===== config.mk =====
export PLATFORM = sky130hd
export DESIGN_NAME = pipe_fifo
export DESIGN_NICKNAME = d
export VERILOG_FILES = /design/src/rtl/pipe_fifo_pkg.sv /design/src/rtl/pipe_fifo_ram.sv /design/src/rtl/pipe_fifo.sv
export SDC_FILE = /design/constraint.sdc
export NUM_CORES = 1
export LEC_CHECK = 0
export BUFFER_PORTS_ARGS = -buffer_cell sky130_fd_sc_hd__buf_2
export CORE_MARGIN = 2
export CORE_UTILIZATION = 45
export CTS_BUF_LIST = sky130_fd_sc_hd__clkbuf_4
export CTS_CLUSTER_DIAMETER = 50
export DETAILED_ROUTE_END_ITERATION = 8
export PLACE_DENSITY = 0.66
export SLEW_MARGIN = 20
export SYNTH_ARGS = -nofsm -noshare
export SYNTH_HDL_FRONTEND = slang
export SYNTH_SLANG_ARGS = --single-unit
export TNS_END_PERCENT = 1

===== constraint.sdc =====
create_clock -name clk -period 2.8 [get_ports clk]
set_input_delay 0.56 -clock clk [delete_from_list [all_inputs] [get_ports clk]]
set_output_delay 0.56 -clock clk [all_outputs]
set_load 0.05 [all_outputs]

===== src/rtl/pipe_fifo_pkg.sv =====
// Shared definitions for the pipelined FIFO: classification of each cycle's transfers.
package pipe_fifo_pkg;

  // What happens to the queue on a given edge, encoded as {read, write}
  typedef enum logic [1:0] {
    OP_IDLE  = 2'b00,
    OP_WRITE = 2'b01,
    OP_READ  = 2'b10,
    OP_BOTH  = 2'b11
  } fifoOp_e;

  function automatic fifoOp_e classifyOp(input logic wrEn, input logic rdEn);
    return fifoOp_e'({rdEn, wrEn});
  endfunction

endpackage


===== src/rtl/pipe_fifo_ram.sv =====
// DEPTH x WIDTH storage: one synchronous write port, one asynchronous read port, no reset.
module pipe_fifo_ram #(
  parameter int WIDTH = 8,
  parameter int DEPTH = 4
) (
  input  logic                     clk,
  input  logic                     we_i,
  input  logic [$clog2(DEPTH)-1:0] waddr_i,
  input  logic [WIDTH-1:0]         wdata_i,
  input  logic [$clog2(DEPTH)-1:0] raddr_i,
  output logic [WIDTH-1:0]         rdata_o
);

  logic [WIDTH-1:0] mem [DEPTH];

  // Capture the incoming beat at the write pointer; stale entries are masked downstream
  always_ff @(posedge clk) begin
    if (we_i) begin
      mem[waddr_i] <= wdata_i;
    end
  end

  assign rdata_o = mem[raddr_i];

endmodule


===== src/rtl/pipe_fifo.sv =====
// Valid/ready FIFO: pointer, occupancy and handshake control around a small RAM.
// All status outputs come from registered occupancy, so no input reaches an output combinationally.
module pipe_fifo
  import pipe_fifo_pkg::*;
#(
  parameter int WIDTH        = 8,
  parameter int DEPTH        = 4,
  parameter int AFULL_THRESH = 3
) (
  input  logic                   clk,
  input  logic                   i_reset_n,
  input  logic                   i_flush,
  input  logic [WIDTH-1:0]       i_data,
  input  logic                   i_vld,
  output logic                   o_rdy,
  output logic [WIDTH-1:0]       o_data,
  output logic                   o_vld,
  input  logic                   i_rdy,
  output logic [$clog2(DEPTH):0] o_count,
  output logic                   o_afull
);

  localparam int AW = $clog2(DEPTH);
  localparam int CW = AW + 1;

  logic [AW-1:0]    wrPtr_q, wrPtr_d;
  logic [AW-1:0]    rdPtr_q, rdPtr_d;
  logic [CW-1:0]    count_q, count_d;
  logic             wrEn, rdEn, ramWe;
  logic [WIDTH-1:0] ramRdata;
  fifoOp_e          op;

  assign o_rdy = (count_q < CW'(DEPTH));
  assign o_vld = (count_q != '0);
  assign wrEn  = i_vld && o_rdy;
  assign rdEn  = o_vld && i_rdy;
  assign op    = classifyOp(wrEn, rdEn);
  assign ramWe = wrEn && i_reset_n && !i_flush;

  // Next pointers and occupancy; pointers wrap naturally at DEPTH since it is a power of two
  always_comb begin
    wrPtr_d = wrPtr_q;
    rdPtr_d = rdPtr_q;
    count_d = count_q;
    case (op)
      OP_WRITE: begin
        wrPtr_d = wrPtr_q + AW'(1);
        count_d = count_q + CW'(1);
      end
      OP_READ: begin
        rdPtr_d = rdPtr_q + AW'(1);
        count_d = count_q - CW'(1);
      end
      OP_BOTH: begin
        wrPtr_d = wrPtr_q + AW'(1);
        rdPtr_d = rdPtr_q + AW'(1);
      end
      default: ;
    endcase
  end

  // Reset beats flush, and flush discards whatever transfer was attempted in the same cycle
  always_ff @(posedge clk) begin
    if (!i_reset_n) begin
      wrPtr_q <= '0;
      rdPtr_q <= '0;
      count_q <= '0;
    end else if (i_flush) begin
      wrPtr_q <= '0;
      rdPtr_q <= '0;
      count_q <= '0;
    end else begin
      wrPtr_q <= wrPtr_d;
      rdPtr_q <= rdPtr_d;
      count_q <= count_d;
    end
  end

  pipe_fifo_ram #(
    .WIDTH(WIDTH),
    .DEPTH(DEPTH)
  ) u_ram (
    .clk    (clk),
    .we_i   (ramWe),
    .waddr_i(wrPtr_q),
    .wdata_i(i_data),
    .raddr_i(rdPtr_q),
    .rdata_o(ramRdata)
  );

  assign o_data  = o_vld ? ramRdata : '0;
  assign o_count = count_q;
  assign o_afull = (count_q >= CW'(AFULL_THRESH));

endmodule


# After elaboration in Yosys (flattened, before gate mapping)
# Memory sizes are Yosys's and may differ from the RTL's. A register that Yosys moved wholly into a read port is not among the register bits.
# Index checks and enable logic that the tools add are counted.
[totals]
register_bits = 7
latch_bits = 0
ram_bits = 32
mem_bits_ro = 0
inputBits = 13
out_inout_bits = 14
elab_cells = 30
memories = 1
[classes]
add_sub_neg = 4
n_mul = 0
div_mod_pow = 0
magnitude_cmp = 2
n_eq_ne = 3
shifts = 0
n_mux = 6
bitwise = 1
n_reduce_logical = 10
[mem_list]
columns = ["memory", "words", "word_bits", "rd", "rd_clocked_by_memory_dff", "wr", "line", "source"]
rows = [
  ["u_ram.mem", 4, 8, 1, 1, 1, "pipe_fifo_ram.sv:14", "logic [WIDTH-1:0] mem [DEPTH];"],
]
[ops]
columns = ["operator", "n"]
rows = [
  ["$mux 8", 1],
  ["$pmux 3 s2", 1],
  ["$reduce_or 2->1", 3],
  ["$add 2x1->2 const B", 2],
  ["$eq 2x2->1 const B", 2],
  ["$logic_and 1x1->1", 4],
  ["$mux 2", 2],
  ["$add 3x1->3 const B", 1],
  ["$ge 3x2->1 const B", 1],
  ["$lt 3x3->1 const B", 1],
  ["$reduce_bool 3->1", 1],
  ["$sub 3x1->3 const B", 1],
  ["$eq 2x1->1 const B", 1],
  ["$mux 1", 2],
  ["$reduce_bool 2->1", 1],
  ["$logic_not 1->1", 1],
  ["$not 1->1", 1],
]

# Logic depth before layout (Yosys ltp)
[depth]
depth_word = 6
mapped_depth = 9
depth_no_buf = 8

# Hierarchy
# Synthesis repeated with hierarchy kept, for this count alone.
[hier_totals]
cells_unflattened = 95
hier_area_um2 = 1611.5
[modules_own_cells]
columns = ["mod", "instances", "cells_per_inst", "area_per_inst_um2", "seq_area_each_um2"]
rows = [
  ["pipe_fifo_ram", 1, 46, 1188.6, 960.9],
  ["pipe_fifo", 1, 49, 422.9, 140.1],
]

# Least setup slack after synthesis
# OpenSTA, ideal clock, no wires.
[synth_path]
path_type = "flip-flop to output port"
from = "register count_q[0] (netlist: o_count[0])"
to = "output port o_afull"
arrival_time_ns = 1.962
required_ns = 2.240
slack_ns = 0.278
path_stages_with_launch = 3
n_path_buf = 0
cell_sequence = "dfxtp_1 inv_1 o21ai_0"
[synth_between]
elab_chain_len = 1
[synth_lines]
columns = ["element", "line", "source"]
rows = [
  ["start, declared", "pipe_fifo.sv:28", "logic [CW-1:0] count_q, count_d;"],
  ["start signal, assigned", "pipe_fifo.sv:75", "count_q <= count_d;"],
  ["$ge 3x2->1", "pipe_fifo.sv:93", "assign o_afull = (count_q >= CW'(AFULL_THRESH));"],
  ["end, declared", "pipe_fifo.sv:20", "output logic o_afull"],
]
# No other way between the ends.

==> results.toml <==
[floorplanning]
die_h_um = 65.6
ioPinCount = 27
die_area_um2 = 4300
core_area_um2 = 3660
rows = 22
initial_utilization = 0.466
die_w_um = 65.6

[timing]
finalSetupViolCount = 0
rsz0062_at_grt = "no"
fmax_mhz = 401
fin_ws_ns = 0.309
finalClockSkew_ns = 0.0147
finalHoldViolations = 0
worst_slew_pin_slew_ns = 0.545
setup_tns_ns = 0
relSlewSlack = 0.636
fin_crit_ns = 2.49
slew_viol_final = 0
post-route-period-util = 0.890
hold_ws_ns = 0.419

[setup_path]
cp-end-kind = "output port"
cp.required_ns = 2.24
max_stage_delay_ns = 0.68
crit_arrival_ns = 1.93
critPathKind = "register to output port"
slowest_stage = "dfxtp_1"
critPathLaunchType = "register"
reg2reg_slack_ns = 0.57
cp_max_fo = 8
worstPathCellList = "mux4_2, nor2b_1, buf_2"

[grt]
grt_usage = 0.146
grt-ovfl-total = 0
antenna_found_initial = 0
grt_pass1_wl_um = 4410
grt_max_degree = 14
grt_pass1_vias = 953

[clocking]
clk_pin_slew_ns = 0.12
cts_resized = 0
h-tree-depth = 2
clock_tree.buffer_depth = 2
cts_tree = "done"
post_cts_buffers = 0
cts_hold_buffers = 0
cts-buffers-inserted = 5
clk_latency_ns = 0.34
cts_num_sinks = 41
clockRootBuffer = "clkbuf_4"

[finish]
antenna_cells = 0
drive_gt1_frac = 0.328
nets = 155
area_growth_pct = 13.4

[synth]
synth_area_leader_cell = "edfxtp_1"
synth_flop_cell = "edfxtp_1"
ys_seq_area_frac = 0.669
syn_nets = 125
syn_inst = 106
yosysWarnings = 0
synth.avg_cell_area_um2 = 16.1
netlist_area_um2 = 1710
synth_top_cell_area_share = 0.563
async_flop_share = 0
ys_types = 24
synthTopCellsByArea = "edfxtp_1 56%, dfxtp_1 11%, mux4_2 11%"
synth_edf_count = 32
synth_seq_cells = 41

[flow_run]
cap_violations = 0

[route]
antenna_left = 0
routed_wl_um = 2770
drcViolationCount = 0
drt_iter0_drc = 25
vias_per_cell = 5.05
wl_per_cell_um = 15.0
vias = 934
drt_first_pass_iters = 4

[placed_design]
place_ws_ns = 0.566
routabilityCongestion = 0.718
portBuffers = 26
dp_hpwl_um = 1940

[power]
peakVddDrop_v = 0.000348
total_power_uw = 1090
p_leak_uw = 0.000721
p_per_area_nw_per_um2 = 561

[min_path]
hold_path_class = "input port to register"

[outcome]
status = "finished clean"
==> cells by family (layout without fill, tap and decap cells) <==
| family | count (synthesis) | in the layout | synth area share |
|---|---|---|---|
| xor+xnor | 3 | 3 | 0.0154 |
| flops | 41 | 41 | 0.669 |
| buf+inv | 12 | 43 | 0.0330 |
| fa+ha+maj | 6 | 6 | 0.0484 |
| mux | 9 | 9 | 0.112 |
| simple gates | 27 | 27 | 0.0990 |
| compound gates | 8 | 8 | 0.0235 |
==> metal layers <==
layer / vias up / track usage / wire (um)
li1: 448 / - / -
met1: 457 / 0.164 / 1180
met2: 22 / 0.258 / 1420
met3: 7 / 0.0377 / 117
met4: 0 / 0.0703 / 60
met5: - / 0 / 0
==> cell usage in the layout, fill, tap and decap left out, drive strengths merged <==
| master | netlist | layout |
|---|---|---|
| nor3 | 1 | 1 |
| nor2b | 9 | 9 |
| or3 | 2 | 2 |
| clkinv | 0 | 1 |
| and2b | 2 | 2 |
| xnor2 | 1 | 1 |
| nand2b | 1 | 1 |
| inv | 8 | 8 |
| clkbuf | 1 | 7 |
| mux2i | 1 | 1 |
| xor2 | 2 | 2 |
| nand2 | 2 | 2 |
| edfxtp | 32 | 32 |
| fa | 1 | 1 |
| mux4 | 8 | 8 |
| or4b | 1 | 1 |
| o21ai | 5 | 5 |
| a21oi | 3 | 3 |
| and3 | 4 | 4 |
| nor2 | 5 | 5 |
| ha | 5 | 5 |
| buf | 3 | 27 |
| dfxtp | 9 | 9 |
==> power breakdown <==
group	switching (uW)	internal, uW
Sequential	7.08	663
Clock	181	117
Combinational	78.2	37.5
Total	267	818
==> cell usage after synthesis, types with 3 or more instances <==
master    count
o21ai_0       4
mux4_2        8
inv_1         8
and3_1        4
edfxtp_1     32
a21oi_1       3
ha_1          5
nor2_1        5
nor2b_1       9
dfxtp_1       9
==> area by class of cell <==
| type | instances | area [um2] |
|---|---|---|
| fill | 312 | 1730 |
| sequential | 41 | 1140 |
| multi-input combinational | 53 | 508 |
| timing repair buffer | 27 | 138 |
| tap | 48 | 60.1 |
| clock buffer | 7 | 52.6 |
| inverter | 8 | 30.0 |
| clock inverter | 1 | 5.00 |
==> flip-flops by register name, indices dropped and copies added, names as in the netlist, named ones only <==
register and count:
u_ram.mem 32, o_count 3, rdPtr_q 2, wrPtr_q 2
==> path summary, 6_finish.rpt <==
| path | to | depth (start not counted) | start |
|---|---|---|---|
| max reg2reg | o_count[2] | 9 | o_count[0] |
| min reg2reg | rdPtr_q[1] | 2 | rdPtr_q[1] |
| max | o_data[0] | 3 | register |
| min | u_ram.mem[0][1] | 1 | i_data[1] |
==> stage by stage <==
stage	area, um2	cells	utilization
finish	1930	185	0.528
global route	1930	185	0.528
CTS	1930	185	0.528
detailed placement	1880	177	0.513
global placement	1880	177	0.513
floorplan	1710	106	-
==> worst max-delay path: cells and delay by family (launching register included) <==
| kind | cells | cell delay, ns |
|---|---|---|
| muxes | 1 | 0.56 |
| and+or+nand+nor | 1 | 0.14 |
| buffers and inverters | 1 | 0.21 |
| DFF | 1 | 0.68 |
(Power assumes the default switching activity.)
